===== config.mk =====
export PLATFORM = sky130hd
export DESIGN_NAME = microsequencer_flat
export DESIGN_NICKNAME = d
export VERILOG_FILES = /design/src/rtl/mseq_pkg.sv /design/src/rtl/microsequencer_if.sv /design/src/rtl/mseq_return_stack.sv /design/src/rtl/microsequencer.sv /design/src/flat_wrapper.sv
export SDC_FILE = /design/constraint.sdc
export NUM_CORES = 1
export LEC_CHECK = 0
export ABC_AREA = 1
export CELL_PAD_IN_SITES_DETAIL_PLACEMENT = 1
export CELL_PAD_IN_SITES_GLOBAL_PLACEMENT = 1
export CORE_MARGIN = 4
export CORE_UTILIZATION = 35
export CTS_BUF_LIST = sky130_fd_sc_hd__clkbuf_8 sky130_fd_sc_hd__clkbuf_16
export DETAILED_ROUTE_END_ITERATION = 8
export HOLD_SLACK_MARGIN = 0.03
export PLACE_DENSITY = 0.8
export SETUP_SLACK_MARGIN = 0.3
export SLEW_MARGIN = 20
export SYNTH_ARGS = -nofsm -noshare
export SYNTH_HDL_FRONTEND = slang
export SYNTH_SLANG_ARGS = --single-unit
export TNS_END_PERCENT = 10

===== constraint.sdc =====
create_clock -name clk -period 1.8 [get_ports clk]
set_input_delay 0.36 -clock clk [delete_from_list [all_inputs] [get_ports clk]]
set_output_delay 0.36 -clock clk [all_outputs]
set_load 0.01 [all_outputs]

===== src/rtl/mseq_pkg.sv =====
// Shared definitions for the microsequencer: microstore index width,
// next-state op encodings and the named bits of the status vector.
package mseq_pkg;

  // Microstore index width (64-entry microstore).
  localparam int ADDR_W = 6;

  // Width of the status vector and of the op/select fields.
  localparam int COND_W = 8;
  localparam int MOP_W  = 3;
  localparam int CSEL_W = 3;

  // Named status bits inside cond_in.
  localparam int COND_MOC = 0;  // memory operation complete
  localparam int COND_CT  = 1;  // condition-tester result

  // Next-state op carried in every microword.
  typedef enum logic [MOP_W-1:0] {
    MOP_JUMP    = 3'b000,
    MOP_INC     = 3'b001,
    MOP_DECODE  = 3'b010,
    MOP_CBR     = 3'b011,
    MOP_CALL    = 3'b100,
    MOP_RET     = 3'b101,
    MOP_WAIT    = 3'b110,
    MOP_RESTART = 3'b111
  } mop_e;

endpackage


===== src/rtl/microsequencer_if.sv =====
// Microword / status bus between the control store side and the
// microsequencer. The sequencer is the slave: it consumes the next-state
// fields and status bits and returns the registered index and flags.
// There is no valid/ready handshake: every field is sampled on every
// rising clock edge, and halt is the only flow control (halt=1 freezes
// all sequencing state for that cycle).
interface microsequencer_if;
  import mseq_pkg::*;

  logic              halt;
  logic [MOP_W-1:0]  mop;
  logic [ADDR_W-1:0] cr_addr;
  logic [CSEL_W-1:0] cond_sel;
  logic              cond_inv;
  logic [COND_W-1:0] cond_in;
  logic [ADDR_W-1:0] dec_addr;
  logic [ADDR_W-1:0] index;
  logic              stack_ovf;
  logic              stack_unf;
  logic              wdog_to;

  // Control-store side: drives the microword fields and status.
  modport master (
    output halt, mop, cr_addr, cond_sel, cond_inv, cond_in, dec_addr,
    input  index, stack_ovf, stack_unf, wdog_to
  );

  // Sequencer side.
  modport slave (
    input  halt, mop, cr_addr, cond_sel, cond_inv, cond_in, dec_addr,
    output index, stack_ovf, stack_unf, wdog_to
  );

endinterface


===== src/rtl/mseq_return_stack.sv =====
// LIFO return-address stack for microsubroutine CALL/RET.
// Push when full and pop when empty are ignored here; the parent owns the
// overflow/underflow flags. clr empties the stack in one cycle. The caller
// guarantees at most one of push/pop/clr per cycle; clr wins if not.
module mseq_return_stack #(
  parameter int DEPTH = 2,
  parameter int W     = 6
) (
  input  logic         clk,
  input  logic         rst,
  input  logic         push,
  input  logic         pop,
  input  logic         clr,
  input  logic [W-1:0] data_in,
  output logic [W-1:0] data_out,
  output logic         full,
  output logic         empty
);

  localparam int CNT_W = $clog2(DEPTH + 1);
  localparam int PTR_W = (DEPTH > 1) ? $clog2(DEPTH) : 1;

  logic [W-1:0]     r_mem [DEPTH];
  logic [CNT_W-1:0] r_count;
  logic [PTR_W-1:0] w_wr_ptr;
  logic [PTR_W-1:0] w_top_ptr;

  assign full      = (r_count == CNT_W'(DEPTH));
  assign empty     = (r_count == '0);
  assign w_wr_ptr  = PTR_W'(r_count);
  assign w_top_ptr = PTR_W'(r_count - 1'b1);
  assign data_out  = empty ? '0 : r_mem[w_top_ptr];

  // Occupancy count: clear, grow on push, shrink on pop.
  always_ff @(posedge clk or posedge rst) begin
    if (rst) begin
      r_count <= '0;
    end else if (clr) begin
      r_count <= '0;
    end else if (push && !full) begin
      r_count <= r_count + 1'b1;
    end else if (pop && !empty) begin
      r_count <= r_count - 1'b1;
    end
  end

  // Entry storage: write the pushed return address into the next free slot.
  always_ff @(posedge clk or posedge rst) begin
    if (rst) begin
      for (int i = 0; i < DEPTH; i++) r_mem[i] <= '0;
    end else if (!clr && push && !full) begin
      r_mem[w_wr_ptr] <= data_in;
    end
  end

endmodule


===== src/rtl/microsequencer.sv =====
// Microsequencer: registers the next 6-bit microstore index each cycle from
// the current microword's next-state fields, status bits and the
// instruction encoder dispatch address. Supports jump, increment, decode
// dispatch, conditional branch, call/return through a small return stack,
// wait-for-condition stalls and restart.
// Optional WAIT watchdog: define MSEQ_WDOG_EN to build it; otherwise WAIT
// can stall forever and wdog_to is tied low.
module microsequencer
  import mseq_pkg::*;
#(
  parameter int RESET_ADDR  = 0,
  parameter int STACK_DEPTH = 2,
  parameter int WDOG_CYCLES = 16,
  parameter int TRAP_ADDR   = 63
) (
  input  logic            clk,
  input  logic            reset,
  microsequencer_if.slave bus
);

  logic [ADDR_W-1:0] r_index;
  logic              r_stack_ovf;
  logic              r_stack_unf;

  logic              w_c;
  logic [ADDR_W-1:0] w_inc;
  logic [ADDR_W-1:0] w_next;
  logic              w_push;
  logic              w_pop;
  logic              w_clr;
  logic              w_set_ovf;
  logic              w_set_unf;
  logic              w_wdog_hit;
  logic [ADDR_W-1:0] w_stk_out;
  logic              w_stk_full;
  logic              w_stk_empty;

  // Selected, optionally inverted condition; index + 1 wraps 63 -> 0.
  assign w_c   = bus.cond_in[bus.cond_sel] ^ bus.cond_inv;
  assign w_inc = r_index + 1'b1;

  // Next-index and stack-command decode for the current microword.
  always_comb begin
    w_next    = r_index;
    w_push    = 1'b0;
    w_pop     = 1'b0;
    w_clr     = 1'b0;
    w_set_ovf = 1'b0;
    w_set_unf = 1'b0;
    case (bus.mop)
      MOP_JUMP:   w_next = bus.cr_addr;
      MOP_INC:    w_next = w_inc;
      MOP_DECODE: w_next = bus.dec_addr;
      MOP_CBR:    w_next = w_c ? bus.cr_addr : w_inc;
      MOP_CALL: begin
        // The jump is always taken; a full stack only loses the return.
        w_next = bus.cr_addr;
        if (w_stk_full) w_set_ovf = 1'b1;
        else            w_push    = 1'b1;
      end
      MOP_RET: begin
        if (w_stk_empty) begin
          w_next    = ADDR_W'(RESET_ADDR);
          w_set_unf = 1'b1;
        end else begin
          w_next = w_stk_out;
          w_pop  = 1'b1;
        end
      end
      MOP_WAIT: begin
        if (w_c)             w_next = bus.cr_addr;
        else if (w_wdog_hit) w_next = ADDR_W'(TRAP_ADDR);
        else                 w_next = r_index;
      end
      MOP_RESTART: begin
        w_next = ADDR_W'(RESET_ADDR);
        w_clr  = 1'b1;
      end
      default: w_next = r_index;
    endcase
  end

  // Index register: frozen while halted.
  always_ff @(posedge clk or posedge reset) begin
    if (reset) begin
      r_index <= ADDR_W'(RESET_ADDR);
    end else if (!bus.halt) begin
      r_index <= w_next;
    end
  end

  // Sticky stack error flags; only reset clears them.
  always_ff @(posedge clk or posedge reset) begin
    if (reset) begin
      r_stack_ovf <= 1'b0;
      r_stack_unf <= 1'b0;
    end else if (!bus.halt) begin
      if (w_set_ovf) r_stack_ovf <= 1'b1;
      if (w_set_unf) r_stack_unf <= 1'b1;
    end
  end

  mseq_return_stack #(
    .DEPTH (STACK_DEPTH),
    .W     (ADDR_W)
  ) u_stack (
    .clk      (clk),
    .rst      (reset),
    .push     (w_push && !bus.halt),
    .pop      (w_pop  && !bus.halt),
    .clr      (w_clr  && !bus.halt),
    .data_in  (w_inc),
    .data_out (w_stk_out),
    .full     (w_stk_full),
    .empty    (w_stk_empty)
  );

`ifdef MSEQ_WDOG_EN
  localparam int WD_W = (WDOG_CYCLES > 1) ? $clog2(WDOG_CYCLES) : 1;

  logic [WD_W-1:0] r_wdog_cnt;
  logic            r_wdog_to;
  logic            w_waiting;

  // Stalled in WAIT this cycle; the last allowed stall cycle trips the trap.
  assign w_waiting  = (bus.mop == MOP_WAIT) && !w_c;
  assign w_wdog_hit = w_waiting && (r_wdog_cnt == WD_W'(WDOG_CYCLES - 1));

  // Stall counter: counts non-halted WAIT stall cycles, clears otherwise.
  always_ff @(posedge clk or posedge reset) begin
    if (reset) begin
      r_wdog_cnt <= '0;
    end else if (!bus.halt) begin
      if (w_waiting && !w_wdog_hit) r_wdog_cnt <= r_wdog_cnt + 1'b1;
      else                          r_wdog_cnt <= '0;
    end
  end

  // Sticky timeout flag.
  always_ff @(posedge clk or posedge reset) begin
    if (reset) begin
      r_wdog_to <= 1'b0;
    end else if (!bus.halt && w_wdog_hit) begin
      r_wdog_to <= 1'b1;
    end
  end

  assign bus.wdog_to = r_wdog_to;
`else
  logic w_unused_wdog;
  assign w_unused_wdog = WDOG_CYCLES[0];
  assign w_wdog_hit    = 1'b0;
  assign bus.wdog_to   = 1'b0;
`endif

  assign bus.index     = r_index;
  assign bus.stack_ovf = r_stack_ovf;
  assign bus.stack_unf = r_stack_unf;

endmodule


===== src/flat_wrapper.sv =====
// flat-port wrapper written by rule: the top's interface ports become plain ports
module microsequencer_flat import mseq_pkg::*;
#(
  parameter int RESET_ADDR  = 0,
  parameter int STACK_DEPTH = 2,
  parameter int WDOG_CYCLES = 16,
  parameter int TRAP_ADDR   = 63
)
  (clk, reset, bus_halt, bus_mop, bus_cr_addr, bus_cond_sel, bus_cond_inv, bus_cond_in, bus_dec_addr, bus_index, bus_stack_ovf, bus_stack_unf, bus_wdog_to);
  microsequencer_if bus_i ();
  input  logic clk;
  input  logic reset;
  input wire logic [$bits(bus_i.halt)-1:0] bus_halt;
  input wire logic [$bits(bus_i.mop)-1:0] bus_mop;
  input wire logic [$bits(bus_i.cr_addr)-1:0] bus_cr_addr;
  input wire logic [$bits(bus_i.cond_sel)-1:0] bus_cond_sel;
  input wire logic [$bits(bus_i.cond_inv)-1:0] bus_cond_inv;
  input wire logic [$bits(bus_i.cond_in)-1:0] bus_cond_in;
  input wire logic [$bits(bus_i.dec_addr)-1:0] bus_dec_addr;
  output wire logic [$bits(bus_i.index)-1:0] bus_index;
  output wire logic [$bits(bus_i.stack_ovf)-1:0] bus_stack_ovf;
  output wire logic [$bits(bus_i.stack_unf)-1:0] bus_stack_unf;
  output wire logic [$bits(bus_i.wdog_to)-1:0] bus_wdog_to;
  assign bus_i.halt = bus_halt;
  assign bus_i.mop = bus_mop;
  assign bus_i.cr_addr = bus_cr_addr;
  assign bus_i.cond_sel = bus_cond_sel;
  assign bus_i.cond_inv = bus_cond_inv;
  assign bus_i.cond_in = bus_cond_in;
  assign bus_i.dec_addr = bus_dec_addr;
  assign bus_index = bus_i.index;
  assign bus_stack_ovf = bus_i.stack_ovf;
  assign bus_stack_unf = bus_i.stack_unf;
  assign bus_wdog_to = bus_i.wdog_to;
  microsequencer #(.RESET_ADDR(RESET_ADDR), .STACK_DEPTH(STACK_DEPTH), .WDOG_CYCLES(WDOG_CYCLES), .TRAP_ADDR(TRAP_ADDR)) u_core (.clk(clk), .reset(reset), .bus(bus_i));
endmodule

==> impl_metrics.ini <==
[die]
placementRows = 24
dieArea_um2 = 5800
chipHeight_um = 76.2
coreArea_um2 = 4410
die_w_um = 76.2
start_util_pct = 36.8
ios = 39

[cts]
clk_pin_slew_ns = 0.09
clock-root-buffer = clkbuf_8
clockBufferDepth = 2
cts_buffers = 3
cts_sinks = 22
cts_tree = yes
clkLatencyLatePin_ns = 0.28
cts.htree.levels = 1
postCtsHoldBufs = 0

[finish]
final_area_um2 = 2400
area_delta_synth_final_pct = 47.6
fin_util_pct = 54.4
nFillCells = 568
final_common_cell = nand2_1
final_layout_size_suffix_gt1_share_pct = 26.3
final_nets = 327
n_antenna_cell = 0
layout_common_cells = nand2_1 (56), inv_1 (29), buf_4 (22)

[critical_path]
worst_path_dominant_cell_family = buffers and inverters
critPathLaunch = u_core.bus.index[5]
reg2reg_slack_ns = 0.26
path_cells = clkdlybuf4s50_1
worstPathArrival_ns = 1.20
crit_slowest_cell = clkdlybuf4s50_1
critPathMaxStageDelay_ns = 0.55
path_max_fanout = 3
crit_type = flip-flop to output pin
path_buf_inv = 1
start_kind = flip-flop
end_kind = output pin
crit_end = bus_index[5]
reg2reg_depth = 9
path_depth = 1
reg2reg_to = u_core.bus.index[5]
worstPathRequired_ns = 1.44
reg2reg_from = u_core.bus.index[1]

[yosys]
ys_top_cells_by_area = dfrtp_1 (34%), nand2_1 (14%), nand3_1 (7.1%)
synth_top_area_share_pct = 33.8
syn_inst = 231
yosysWarningCount = 0
syn_nets = 264
syn_avg_cell_area_um2 = 7.04
syn_area_um2 = 1630
seq_area_frac_synth_pct = 33.8
yosys.area.top_type = dfrtp_1
synth.distinct_cells = 31
ys_seq_elements = 22

[pwr]
power_density_nw_per_um2 = 967
p_sw_mw = 0.837
combPwrFrac_pct = 44.2
p_int_mw = 1.48
ir_drop_mv = 0.460
power_frac_seq_pct = 34.9
leakage_nw = 1.23
swShare_pct = 36.1
clkPwrFrac_pct = 20.9

[drt]
drtIter0Drc = 56
wl_met2_um = 2620
via_per_inst = 5.12
final_antenna_net_count = 0
drt-pass1-iter-count = 4
routed_wl_um = 5420
dr_wl_met3_um = 252
vias = 1766
met1_length_um = 2440
drc_errors = 0
routed.top_layer = met4
wire_per_inst_um = 15.7

[sta]
setup_viol = 0
fmax_mhz = 643
hold_violations = 0
setup_tns_ns = 0
skew_ns = 0.00351
period_needed_ns = 1.56
finalCritPeriodShare_pct = 86.5
hold_ws_ns = 0.433
slew_violations = 0
rsz0062_at_grt = true

[global_route]
antenna_found_initial = 0
grt_max_degree = 23
overflow = 0
grt_pass1_vias = 1839
gr-usage-all-layers_pct = 18.8
grt_pass1_wl_um = 9070

[run]
maxCapViolCount = 0

[min_path]
hp-class = input pin to async pin

[run_status]
outcome = completed

[place]
port_buffers = 37
dp_hpwl_um = 3880
placed_cell_area_um2 = 2190
gp_congestion = 0.885
synthesized netlist by cell type:
library cell and instances:
nor3_2 1, nand3_4 2, buf_2 2, o21ai_0 7, a221oi_1 3, nand3_1 23, nor2_2 5, o22ai_1 1
nand2_2 1, xor2_1 4, inv_2 9, nand4_1 1, buf_4 2, ha_1 3, conb_1 1, nand2_1 62
o2bb2ai_1 2, mux2i_1 2, a21oi_1 2, nand3_2 5, a21o_1 1, buf_6 1, a31o_2 1, dfrtp_1 22
o21ai_1 3, nor2_1 19, clkinv_1 2, inv_1 30, nor3_1 3, nand2_4 2, o21a_1 9
sequential cells by signal (all words and copies together), names as in the netlist:
signal	cells
u_core.u_stack.r_mem	12
u_core.bus.index	6
u_core.u_stack.r_count	2
u_core.bus.stack_ovf	1
u_core.bus.stack_unf	1
repair_timing:
item,in CTS,in global routing
gates cloned,2,0
resized for setup,38,7
pin swaps,14,0
buffers inserted,2,3
endpoints found under the setup margin,28,23
power groups by stage:
stage          registers, mW  clock network [mW]  logic, mW
2_1_floorplan          0.819                   0      0.557
3_3_place_gp           0.812                   0      0.929
3_5_place_dp           0.823                   0      0.957
4_1_cts                0.812               0.496       1.00
5_1_grt                0.843               0.519       1.14
6_report               0.811               0.485       1.03
metal layers:
layer,vias up,global-route usage (%)
met5,-,0
met4,0,6.29
met3,11,4.02
met2,50,30.5
met1,850,24.7
li1,855,-
metrics by stage:
step | std cells | total power, mW | setup WS, ns
3_3_place_gp | 334 | 1.74 | -0.170
2_1_floorplan | 231 | 1.38 | 0.370
3_5_place_dp | 334 | 1.78 | -0.280
4_1_cts | 342 | 2.31 | 0.168
6_report | 345 | 2.32 | 0.244
5_1_grt | 345 | 2.50 | 0.0774
cells by family after synthesis:
logic type      share of synthesized area (%)
fa+ha+maj                                2.31
xor+xnor                                 2.15
buf+inv                                  11.7
other cells                             0.231
flops                                    33.8
mux                                      1.23
compound gates                           11.9
simple gates                             36.6
worst min-delay path by stage:
stage / from / end / depth (start not counted) / slack [ns]
finish: reset / u_core.u_stack.r_mem[6] / 3 / 0.43
global route: reset / u_core.u_stack.r_mem[8] / 3 / 0.45
CTS: reset / u_core.u_stack.r_mem[6] / 3 / 0.44
detailed placement: u_core.bus.stack_unf / u_core.bus.stack_unf / 1 / 0.46
global placement: u_core.bus.stack_ovf / u_core.bus.stack_ovf / 1 / 0.44
floorplan: reset / u_core.bus.index[0] / 1 / 0.35
layout make-up:
class	instances	area, um^2	share of cell area, %
Clock buffer	3	41.3	1.72
Clock inverter	1	30.0	1.25
Tap cell	52	65.1	2.71
Inverter	41	155	6.46
Multi-Input combinational cell	164	988	41.2
Sequential cell	22	552	23.0
Timing Repair Buffer	62	569	23.7
Note: power is estimated with default switching activity, not from simulation.
==> patch 1, RTL diff (same flow settings) <==
Add a define of `MSEQ_WDOG_EN`.
--- a/src/rtl/microsequencer.sv
+++ b/src/rtl/microsequencer.sv
@@ -6,4 +6,6 @@
 // Optional WAIT watchdog: define MSEQ_WDOG_EN to build it; otherwise WAIT
 // can stall forever and wdog_to is tied low.
+`define MSEQ_WDOG_EN
+
 module microsequencer
   import mseq_pkg::*;
Function: no difference found for any inputs over 10 cycles, from zero or initial values and one cycle with reset high; that may be too few to reach the edited logic, so the function may still have changed.
==> patch 1 against the unedited design <==
Global-route usage up 2.3 points; worst setup slack lost 0.055 ns; routed wire length up 20%; final area increased by 18%; clock power fell by 26%; maximum frequency fell by 3.4%; worst hold slack improved by 0.0078 ns; sequential share of layout area up 0.91 points; area after synthesis increased by 12%; sequential cell count up 5; total power up 8.5%; combinational power increased by 19%; critical endpoint unchanged; highest routed layer unchanged.
==> patch 1: results (changes against the unedited design) <==
| Metric | Value |
|---|---|
| Outcome | finished clean |
| Detailed Place HPWL | 4530 µm (+17%) |
| Count of different cell masters after synthesis | 35 (+13%) |
| Comb. pwr | 0.00123 W (+19%) |
| Critical path arrival | 1.25 ns (+0.05 ns) |
| Synthesized Nets | 289 (+9.5%) |
| IR drop worst, VDD | 0.589 mV (+28%) |
| Top cells by count, synth | nand2_1 (86), inv_1 (33), dfrtp_1 (27) |
| Post-Synth XOR/XNOR Area | 2.88% (+0.73 points) |
| Post-synthesis compound-gate area fraction | 13.3% (+1.4 points) |
| First-pass GRT wire length | 10500 µm (+16%) |
| Vias in the first global route | 2194 (+19%) |
| Total track usage | 21.1% (+2.3 points) |
| Clk_skew | 0.00215 ns (-0.00136 ns) |
| Via count | 2054 (+16%) |
| Clock power share | 14.3% (-6.6 points) |
| Mux cell area share after synthesis | 0% (-1.2 points) |
| Share of cells above drive strength 1 | 30.8% (+4.6 points) |
| Leak pwr | 1.40 nW (+13%) |
| Post-CTS Resized | 51 (+34%) |
| Port bufs | 38 (+2.7%) |
| Post-Synth Adder-Cell Area | 2.74% (+0.44 points) |
| Sw Share | 38.6% (+2.6 points) |
| CP max FO | 4 (+1) |
| Postcts setup bufs | 9 (+7) |
| Starting DRT DRC Count | 69 (+23%) |
| Combinational Power Share | 48.7% (+4.5 points) |
## patch 1: cell count changes in the layout (fill, tap and decap cells not counted), sizes merged, moves of 3 or more
cell,before,now
buf,25,41
clkdlybuf4s15,0,3
dfrtp,22,27
nand2,66,91
nand3,30,18
nor2,24,21
o21ai,10,18
## patch 1: stage by stage
step | hold WS, ns | setup slack [ns] | std cells | cell area [µm²] | TNS, ns
final | 0.441 | 0.189 | 404 | 2830 | 0
after global routing | 0.490 | 0.140 | 404 | 2830 | 0
after CTS | 0.457 | 0.205 | 398 | 2710 | 0
after detailed placement | 0.448 | -0.304 | 384 | 2460 | -5.67
after global placement | 0.441 | -0.206 | 384 | 2460 | -4.20
after floorplan | 0.413 | 0.304 | 255 | 1830 | 0
## patch 1: final timing paths
check	from	end	slack, ns	cells past startpoint
max	u_core.bus.index[5]	bus_index[5]	0.19	1
min	reset	u_core.u_stack.r_count[1]	0.44	3
max reg2reg	u_core.u_stack.r_count[0]	u_core.u_stack.r_mem[6]	0.24	8
min reg2reg	u_core.bus.stack_ovf	u_core.bus.stack_ovf	0.47	1
max in group asynchronous	reset	u_core.bus.index[4]	1.06	3
min in group clk	u_core.bus.stack_ovf	u_core.bus.stack_ovf	0.47	1
## patch 1: layout make-up
class	count	area (µm²)
flip-flops and latches	27	677
repair buffers	80	702
multi-input cells	185	1170
inverters	38	145
well taps	70	87.6
clock inverters	1	5.00
fillers	651	2240
clock buffers	3	41.3
## patch 1: per-layer routing
| layer | global-route usage [%] | part of all wire [%] | up-vias |
|---|---|---|---|
| li1 | - | - | 976 |
| met5 | 0 | 0 | - |
| met3 | 3.03 | 4.0 | 19 |
| met4 | 9.63 | 3.2 | 0 |
| met2 | 38.2 | 51 | 60 |
| met1 | 24.2 | 42 | 999 |
==> patch 2, RTL diff (same flow settings) <==
Without the edit above. `STACK_DEPTH` is set to 2 in 2 places; all go to 4.
--- a/src/rtl/microsequencer.sv
+++ b/src/rtl/microsequencer.sv
@@ -10,5 +10,5 @@
 #(
   parameter int RESET_ADDR  = 0,
-  parameter int STACK_DEPTH = 2,
+  parameter int STACK_DEPTH = 4,
   parameter int WDOG_CYCLES = 16,
   parameter int TRAP_ADDR   = 63
--- a/src/flat_wrapper.sv
+++ b/src/flat_wrapper.sv
@@ -3,5 +3,5 @@
 #(
   parameter int RESET_ADDR  = 0,
-  parameter int STACK_DEPTH = 2,
+  parameter int STACK_DEPTH = 4,
   parameter int WDOG_CYCLES = 16,
   parameter int TRAP_ADDR   = 63
Formal check against the unedited RTL: not equivalent (Yosys sat finds a counterexample within 4 cycles, from zero or initial values and one cycle with reset high).
==> patch 2 against the unedited design <==
Die area increased by 36%; critical path type unchanged; critical path depth stayed put; non-clock buffer count is 13 higher; worst setup slack got worse by 0.072 ns; total power increased by 60%; routed wire length is 36% higher; cell count rose by 34%; area after synthesis rose by 40%; sequential cell count grew 13; count of clock-buffer cells in the layout grew 2; largest cell class unchanged; final area grew 31%; worst hold slack gained 0.037 ns; via count increased by 30%; clock power increased by 13%.
==> patch 2: results (changes against the unedited design) <==
| Metric | Value |
|---|---|
| Largest net degree at the start of global routing | 36 (+57%) |
| Seq pwr share | 34.3% (-0.6 points) |
| Starting DRT DRC Count | 60 (+7.1%) |
| Sequential cell area fraction in the yosys report | 38.4% (+4.6 points) |
| Vias in the first global route | 2501 (+36%) |
| Htree depth | 2 (+1) |
| Nets | 420 (+28%) |
| Leak pwr | 1.59 nW (+29%) |
| Reg2Reg Depth | 11 (+2) |
| Clk_skew | 0.00613 ns (+0.00262 ns) |
| Gpl congestion | 0.851 (-3.8%) |
| Min-delay worst type | flip-flop to flip-flop |
| TritonCTS Buffers | 5 (+2) |
| Combinational Power Share | 50.9% (+6.7 points) |
| Syn_area_per_cell | 7.35 µm² (+4.4%) |
| Top cells by count, synth | nand2_1 (73), dfrtp_1 (35), nor2_1 (31) |
| Outcome | finished clean |
| Max FFs per register | 24 (+12) |
| Count of different cell masters after synthesis | 36 (+16%) |
| WL/cell | 15.9 µm (+1.3%) |
| Total track usage | 20.3% (+1.5 points) |
| Critical path arrival | 1.27 ns (+0.07 ns) |
| Placed insts | 446 (+34%) |
| Synthesis-to-layout area growth | 38.1% |
| Synthesized Nets | 346 (+31%) |
| CP max FO | 5 (+2) |
| Top cells by area, synth | dfrtp_1 (38%), nand2_1 (12%), nor2_1 (5.1%) |
## patch 2: changes by cell type after synthesis, sizes merged, moves of 3 or more
cell / delta
o21ai: +27
a21oi: +13
dfrtp: +13
nor2: +13
nand2: +11
o21a: -8
nand3b: +5
a221oi: -3
buf: +3
ha: +3
## patch 2: routing by layer
layer	wire length, µm	GRT usage (%)
met2	3680	35.0
met1	3330	26.0
met3	220	3.72
met5	0	0
met4	123	5.22
## patch 2: final cells by class
cell class                      instances  area [µm²]
Fill cell                             804        3200
Multi-Input combinational cell        225        1270
Sequential cell                        35         880
Timing Repair Buffer                   75         656
Inverter                               42         165
Tap cell                               77        96.3
Clock buffer                            5        68.8
Clock inverter                          3        12.5
## patch 2: through the flow
stage,utilization (%),total power (W),hold slack [ns],worst slack [ns]
finish,49.6,0.00370,0.470,0.172
global route,49.6,0.00401,0.509,0.127
CTS,48.7,0.00360,0.477,0.158
detailed placement,46.6,0.00294,0.459,-0.294
global placement,46.6,0.00285,0.451,-0.182
floorplan,-,0.00231,0.437,0.223
## patch 2: cells by family (layout without fill, tap and decap cells)
kind of cell	Yosys count	count (layout)	share of synthesized area, %
compound gates	61	61	14.4
fa+ha+maj	6	6	3.29
simple gates	151	152	32.5
xor+xnor	5	5	1.92
buf+inv	51	125	9.22
flops	35	35	38.4
other cells	1	1	0.164
## patch 2: worst paths after layout
kind                                      endpoint  slack [ns]                      start
max in group asynchronous      u_core.bus.index[0]        0.95                      reset
hold reg to reg               u_core.bus.stack_ovf        0.47       u_core.bus.stack_ovf
setup / recovery                      bus_index[1]        0.17        u_core.bus.index[1]
min in group asynchronous  u_core.u_stack.r_mem[2]        0.48                      reset
setup reg to reg               u_core.bus.index[2]        0.23  u_core.u_stack.r_count[1]
hold / removal                u_core.bus.stack_ovf        0.47       u_core.bus.stack_ovf
